===== config.mk =====
export PLATFORM = sky130hd
export DESIGN_NAME = multi_edge_debounce
export DESIGN_NICKNAME = d
export VERILOG_FILES = /design/src/rtl/multi_edge_debounce_pkg.sv /design/src/rtl/debounce_channel.sv /design/src/rtl/multi_edge_debounce.sv
export SDC_FILE = /design/constraint.sdc
export NUM_CORES = 1
export LEC_CHECK = 0
export BUFFER_PORTS_ARGS = -buffer_cell sky130_fd_sc_hd__buf_2
export CORE_MARGIN = 4
export CORE_UTILIZATION = 50
export DETAILED_ROUTE_END_ITERATION = 8
export PLACE_DENSITY = 0.69
export SETUP_SLACK_MARGIN = 0.2
export SLEW_MARGIN = 20
export SYNTH_ARGS = -nofsm -noshare
export SYNTH_HDL_FRONTEND = slang
export SYNTH_SLANG_ARGS = --single-unit

===== constraint.sdc =====
create_clock -name clk -period 4.8 [get_ports clk]
set_input_delay 0.72 -clock clk [delete_from_list [all_inputs] [get_ports clk]]
set_output_delay 0.72 -clock clk [all_outputs]
set_load 0.05 [all_outputs]

===== src/rtl/multi_edge_debounce_pkg.sv =====
// Shared encodings for the multi-channel debounce filter: per-channel FSM
// states and the symmetric/separate hold-time selection.
package multi_edge_debounce_pkg;

    typedef enum logic {
        ST_IDLE = 1'b0,
        ST_QUAL = 1'b1
    } state_e;

    localparam logic SYM_SEPARATE = 1'b0;
    localparam logic SYM_SHARED   = 1'b1;

endpackage


===== src/rtl/debounce_channel.sv =====
// One debounce channel: input synchroniser, IDLE/QUAL qualification FSM with
// delay counter, and registered level/edge outputs.
module debounce_channel
    import multi_edge_debounce_pkg::*;
#(
    parameter int   WIDTH       = 8,
    parameter int   SYNC_STAGES = 2,
    parameter logic INIT        = 1'b0
) (
    input  logic             clk,
    input  logic             rst,
    input  logic             enable,
    input  logic             din,
    input  logic             force_ch,
    input  logic [WIDTH-1:0] rise_t,
    input  logic [WIDTH-1:0] fall_t,
    output logic             level_out,
    output logic             rise_pulse,
    output logic             fall_pulse,
    output logic             glitch_pulse,
    output logic             busy
);

    logic             sync_s;
    logic             mis_s;
    logic [WIDTH-1:0] target_s;
    state_e           state_r;
    logic [WIDTH-1:0] cnt_r;
    logic             filt_r;
    logic             glitch_r;
    logic             level_r;
    logic             rise_r;
    logic             fall_r;

    generate
        if (SYNC_STAGES == 0) begin : g_bypass
            assign sync_s = din;
        end else begin : g_sync
            logic [SYNC_STAGES-1:0] sync_r;

            // Synchroniser shift chain; keeps sampling even while filtering is frozen.
            always_ff @(posedge clk or posedge rst) begin
                if (rst) begin
                    sync_r <= {SYNC_STAGES{INIT}};
                end else begin
                    sync_r[0] <= din;
                    for (int i = 1; i < SYNC_STAGES; i++) begin
                        sync_r[i] <= sync_r[i-1];
                    end
                end
            end

            assign sync_s = sync_r[SYNC_STAGES-1];
        end
    endgenerate

    // The FSM compares against its own level (filt_r); level_out is one register later.
    assign target_s = filt_r ? fall_t : rise_t;
    assign mis_s    = (sync_s != filt_r) || force_ch;

    // Qualification FSM, delay counter and glitch flag.
    always_ff @(posedge clk or posedge rst) begin
        if (rst) begin
            state_r  <= ST_IDLE;
            cnt_r    <= {WIDTH{1'b0}};
            filt_r   <= INIT;
            glitch_r <= 1'b0;
        end else if (!enable) begin
            state_r  <= ST_IDLE;
            cnt_r    <= {WIDTH{1'b0}};
            glitch_r <= 1'b0;
        end else begin
            glitch_r <= 1'b0;
            case (state_r)
                ST_IDLE: begin
                    if (mis_s) begin
                        if (target_s == {WIDTH{1'b0}}) begin
                            filt_r <= ~filt_r;
                        end else begin
                            state_r <= ST_QUAL;
                            cnt_r   <= WIDTH'(1);
                        end
                    end
                end
                ST_QUAL: begin
                    if (!mis_s) begin
                        state_r  <= ST_IDLE;
                        cnt_r    <= {WIDTH{1'b0}};
                        glitch_r <= 1'b1;
                    end else if (cnt_r >= target_s) begin
                        // >= lets a delay lowered mid-qualification complete at once.
                        state_r <= ST_IDLE;
                        cnt_r   <= {WIDTH{1'b0}};
                        filt_r  <= ~filt_r;
                    end else begin
                        cnt_r <= cnt_r + WIDTH'(1);
                    end
                end
                default: begin
                    state_r <= ST_IDLE;
                    cnt_r   <= {WIDTH{1'b0}};
                end
            endcase
        end
    end

    // Output level and edge pulses, aligned to the cycle level_out changes.
    always_ff @(posedge clk or posedge rst) begin
        if (rst) begin
            level_r <= INIT;
            rise_r  <= 1'b0;
            fall_r  <= 1'b0;
        end else begin
            level_r <= filt_r;
            rise_r  <= filt_r & ~level_r;
            fall_r  <= ~filt_r & level_r;
        end
    end

    assign level_out    = level_r;
    assign rise_pulse   = rise_r;
    assign fall_pulse   = fall_r;
    assign glitch_pulse = glitch_r;
    assign busy         = (state_r == ST_QUAL);

endmodule


===== src/rtl/multi_edge_debounce.sv =====
// CH-channel debounce filter: selects the fall target (shared or separate)
// and instantiates one independent debounce_channel per input bit.
module multi_edge_debounce
    import multi_edge_debounce_pkg::*;
#(
    parameter int            CH          = 8,
    parameter int            WIDTH       = 8,
    parameter int            SYNC_STAGES = 2,
    parameter logic [CH-1:0] INIT_LEVEL  = {CH{1'b0}}
) (
    input  logic             clk,
    input  logic             rst,
    input  logic             enable,
    input  logic             sym_mode,
    input  logic [WIDTH-1:0] rise_delay,
    input  logic [WIDTH-1:0] fall_delay,
    input  logic [CH-1:0]    din,
    input  logic [CH-1:0]    force_ch,
    output logic [CH-1:0]    level_out,
    output logic [CH-1:0]    rise_pulse,
    output logic [CH-1:0]    fall_pulse,
    output logic [CH-1:0]    glitch_pulse,
    output logic [CH-1:0]    busy
);

    logic [WIDTH-1:0] fall_t_s;

    assign fall_t_s = (sym_mode == SYM_SHARED) ? rise_delay : fall_delay;

    generate
        for (genvar i = 0; i < CH; i++) begin : g_ch
            debounce_channel #(
                .WIDTH       (WIDTH),
                .SYNC_STAGES (SYNC_STAGES),
                .INIT        (INIT_LEVEL[i])
            ) u_ch (
                .clk          (clk),
                .rst          (rst),
                .enable       (enable),
                .din          (din[i]),
                .force_ch     (force_ch[i]),
                .rise_t       (rise_delay),
                .fall_t       (fall_t_s),
                .level_out    (level_out[i]),
                .rise_pulse   (rise_pulse[i]),
                .fall_pulse   (fall_pulse[i]),
                .glitch_pulse (glitch_pulse[i]),
                .busy         (busy[i])
            );
        end
    endgenerate

endmodule


After elaboration in Yosys (flattened, before gate mapping)
Index checks and enable logic that the tools add are counted.

storage, ports and cells
  word-level logic and storage cells = 377
  input port bits = 36
  register bits after elaboration = 128
  output and inout port bits = 40

operators by class
  mux-type cells = 169
  bitwise logic cells = 40
  equal/unequal tests = 56
  $add $sub $neg = 8
  reductions and logical operators = 32
  $lt $le $gt $ge = 8

operators by type and width
  operator             count
  $mux 8               49
  $pmux 8 s2           8
  $mux 1               96
  $add 8x1->8 const B  8
  $ge 8x8->1           8
  $logic_not 8->1      8
  $ne 2x1->1 const B   24
  $reduce_and 5->1     8
  $pmux 1 s2           16
  $ne 3x2->1 const B   8
  $ne 3x3->1 const B   8
  $not 1->1            24
  $and 1x1->1          16
  $ne 2x2->1 const B   8
  $reduce_and 2->1     8
  $logic_or 1x1->1     8
  $ne 1x1->1           8

Logic depth before layout (Yosys ltp)
  depth after elaboration = 7
  depth in mapped cells = 9
  mapped depth without buffers = 8

Modules after synthesis
Synthesis repeated with hierarchy kept, for this count alone.

unflattened totals
  cell total of the unflattened synthesis = 854
  area total of the unflattened synthesis = 8735.9 um^2

by module, submodules not included
  module                               cells each  sequential area each (um^2)  times used  area each (um^2)
  debounce_channel (g_ch[0].u_ch ...)  110         400.4                        3           1106.1
  debounce_channel (g_ch[4].u_ch ...)  102         400.4                        2           1049.8
  debounce_channel (g_ch[2].u_ch)      109         400.4                        1           1088.5
  debounce_channel (g_ch[7].u_ch)      102         400.4                        1           1059.8
  debounce_channel (g_ch[6].u_ch)      100         400.4                        1           1038.5
  multi_edge_debounce                  9           0.0                          1           131.4

Worst setup path after synthesis
No wires, ideal clock.

  path kind = input to register
  from = input sym_mode
  to = register g_ch[7].u_ch.cnt_r[3]
  path buffers = 1
  setup slack = 1.915 ns
  arrival = 2.759 ns
  required time = 4.674 ns
  library setup time = 0.126 ns
  cell stages on the path = 9
  path through = nand2b_1 -> buf_2 -> mux2_2 -> ha_1 -> nand2b_1 -> a21oi_2 -> o31ai_2 -> nor2_1 -> a221o_1

on the way
  cells in the longest elaborated chain, start to end = 7
  elaborated cells between the ends (all ways) = 10
  classes of those cells = order compare: 1; eq/ne: 1; mux: 6; reduce/logical: 2

RTL lines
  item                  line                       source
  start, declared       multi_edge_debounce.sv:14  input logic sym_mode,
  $mux 8 *              multi_edge_debounce.sv:28  assign fall_t_s = (sym_mode == SYM_SHARED) ? rise_delay : fall_delay;
  $mux 8 *              debounce_channel.sv:58     assign target_s = filt_r ? fall_t : rise_t;
  $ge 8x8->1            debounce_channel.sv:90     end else if (cnt_r >= target_s) begin
  $mux 8                debounce_channel.sv:90
  $mux 8                debounce_channel.sv:86     if (!mis_s) begin
  $pmux 8 s2            debounce_channel.sv:74     case (state_r)
  $mux 8                debounce_channel.sv:68     end else if (!enable) begin
  end signal, assigned  debounce_channel.sv:70     cnt_r <= {WIDTH{1'b0}};
  end signal, assigned  debounce_channel.sv:88     cnt_r <= {WIDTH{1'b0}};
  end signal, assigned  debounce_channel.sv:93     cnt_r <= {WIDTH{1'b0}};
  end, declared         debounce_channel.sv:28     logic [WIDTH-1:0] cnt_r;

Mark *: on every way between the ends. The rest lies on a longest branch, timed or not.
A chain may end at the register's enable or synchronous reset.

Final worst setup path
Ends and elaborated chain as after synthesis.

==> reports/metrics.cfg <==
[place]
io_buffers = 75
hpwl_microns = 12900
place.gp.congestion = 0.823
place_ws_ns = 1.27

[floorplan]
die_w_microns = 137
row_count = 46
start_util_pct = 51.8
die_area_sq_um = 18800
core_area_sq_um = 16100
io_pins = 76
die_y_microns = 137

[global_route]
grt_pass1_wl_microns = 30600
antenna_found_initial = 0
grt_max_degree = 99
grt-ovfl-total = 0
grt_pass1_vias = 6086
grt_use_total_pct = 20.8

[synth]
synth_top_family_by_area = simple AND/OR/NAND/NOR gates
ys_ff_latch = 128
seq_area_frac_synth_pct = 38.4
synthSimpleGateAreaFrac_pct = 17.4
avgSynthCellArea_sq_um = 10.2
synth_compound_area_share_pct = 15.9
synth_most_common_cell = dfrtp_1
synth_top_cells_by_count = dfrtp_1 (128), ha_1 (72), mux2i_1 (56)
yosysTopAreaCell = dfrtp_1
synth_async_sr_flop_share_pct = 100
synth-edff-count = 0
synthMuxAreaShare_pct = 7.98
ys_types = 51
synthXorXnorAreaFrac_pct = 3.46
synthAdderAreaFrac_pct = 10.8
yosysWarnings = 0
synth_top_area_share_pct = 38.4
synth_top_flop_cell = dfrtp_1
syn-num-nets = 926
synth_area_sq_um = 8340
synthCells = 818
synth_area_leaders = dfrtp_1 (38%), ha_1 (11%), mux2i_1 (6.7%), buf_4 (3.8%), a221o_1 (3.0%)

[timing]
fin_hold_ws_ns = 0.347
rsz0062_at_grt = false
setup-tns-final_ns = 0
min_period_ns = 3.15
fmax_mhz = 318
worst_pin_slew_ns = 0.880
fin_crit_sh_pct = 65.5
finClkSkew_ns = 0.00425
setup_ws_ns = 1.65
setup_viol = 0
hold_viol = 0
drv_slew = 0
slew_headroom_pct = 41.4

[clock_network]
cts_tree = done
cts_setup_buffers = 0
cts_hold_buf = 0
clk_latency_ns = 0.43
clock-sinks = 128
path_clk_slew_ns = 0.06
htreeDepth = 4
clock_path_buffers = 2
root_buffer = clkbuf_16
numCtsBuffers = 17
cts-resized-gates = 0

[detailed_routing]
wl_met2_microns = 8970
drtAntennaViolNets = 0
wl_met3_microns = 843
first_pass_iters = 5
routedWlPerCell_microns = 17.3
vias = 6085
viasPerCell = 5.66
drt_iter0_drc = 371
routedLengthMet1_microns = 8380
maxUsedRoutingLayer = met4
drc = 0
wl_microns = 18600

[critical_path]
arrival_ns = 3.45
critPathLaunchType = primary input
path_max_fanout = 11
ff2ff_setup_slack_ns = 1.78
cp.required_ns = 5.11
worstSetupEndpointType = register
path_class = primary input to register

[final_layout]
num-fill-cells = 1393
drive_gt1_share_pct = 18.0
area_growth_pct = 10.1
antenna_cells = 0
nets = 955
fin_util_pct = 57.0

[power_and_ir_drop]
clkPwrFrac_pct = 32.4
p_leak_nw = 4.58
pwr-share-seq_pct = 33.6
p_sw_mw = 1.67
peakVddDrop_mv = 0.400
switching_share_pct = 38.8
p_int_mw = 2.64
p_per_area_nw_per_um2 = 469
combPwrFrac_pct = 34.0

[outcome]
outcome = finished, final reports clean

[flow_run]
drv_cap = 0

[worst_hold_path]
hold_class = register to register

cell usage in the layout, fill, tap and decap left out, drive strengths merged, types with 9 or more instances in the layout:
cell and count:
dfrtp 128, buf 76, ha 72, nand2 57
mux2i 56, nor2 45, a21oi 40, nand2b 39
nand3 36, a221o 25, xnor2 23, a22o 23
o21a 22, nor3 20, nor2b 20, clkbuf 20
a21o 15, or2 15, inv 15, nor4 14
o21ai 11, xor2 10, or3 10, mux2 9
sequential cells by signal, indices dropped and copies added, names as in the netlist:
name / cells
g_ch.u_ch.glitch_pulse: 8
g_ch.u_ch.rise_pulse: 8
g_ch.u_ch.filt_r: 8
g_ch.u_ch.busy: 8
g_ch.u_ch.g_sync.sync_r: 16
g_ch.u_ch.level_out: 8
g_ch.u_ch.fall_pulse: 8
g_ch.u_ch.cnt_r: 64
per-layer routing:
| metal | GRT usage (%) | vias up |
|---|---|---|
| li1 | - | 3014 |
| met1 | 27.0 | 2902 |
| met2 | 34.5 | 133 |
| met3 | 4.86 | 36 |
| met4 | 6.87 | 0 |
| met5 | 0 | - |
worst paths after layout:
kind                                          startpoint                             to  cells past startpoint
setup / recovery                                sym_mode          g_ch[7].u_ch.cnt_r[3]                      9
hold / removal             g_ch[3].u_ch.g_sync.sync_r[0]  g_ch[3].u_ch.g_sync.sync_r[1]                      0
setup reg to reg                     g_ch[7].u_ch.filt_r          g_ch[7].u_ch.cnt_r[3]                      8
hold reg to reg            g_ch[3].u_ch.g_sync.sync_r[0]  g_ch[3].u_ch.g_sync.sync_r[1]                      0
max in group asynchronous                            rst          g_ch[1].u_ch.cnt_r[0]                      3
min in group asynchronous                            rst          g_ch[4].u_ch.cnt_r[2]                      2
critical path, cell delays in order:
cell	delay, ns
buf_2	0.21
nand2b_1	0.49
mux2_2	0.40
ha_1	0.26
nand2b_1	0.11
a21oi_2	0.06
o31ai_2	0.56
nor2_1	0.25
a221o_1	0.38
area by class of cell:
class | count | area, sq um | share of cell area (%)
multi-input cells | 610 | 4640 | 50.4
flip-flops and latches | 128 | 3200 | 34.9
clock buffers | 20 | 457 | 4.97
repair buffers | 76 | 383 | 4.17
well taps | 216 | 270 | 2.94
clock inverters | 12 | 183 | 1.99
inverters | 14 | 57.6 | 0.626
power groups by stage:
stage	Combinational [mW]	Clock, mW	Sequential (mW)
floorplan	1.38	0	1.41
global placement	1.44	0	1.47
detailed placement	1.47	0	1.47
CTS	1.48	1.43	1.45
global route	1.59	1.47	1.48
finish	1.46	1.40	1.45
metrics by stage:
stage / std cells / total power [mW] / cell area (sq um)
after global placement: 1044 / 2.91 / 8550
after global routing: 1076 / 4.55 / 9190
final: 1076 / 4.31 / 9190
after floorplan: 818 / 2.79 / 8340
after detailed placement: 1044 / 2.94 / 8550
after CTS: 1076 / 4.36 / 9190
kinds of logic after synthesis:
| kind of cell | count (synthesis) |
|---|---|
| buffers and inverters | 80 |
| AO/OA/AOI/OAI | 167 |
| flip-flops | 128 |
| AND/OR/NAND/NOR | 273 |
| adder cells (fa/ha/maj) | 72 |
| XOR/XNOR | 33 |
| multiplexers | 65 |
Power figures use the tool's default switching activity.
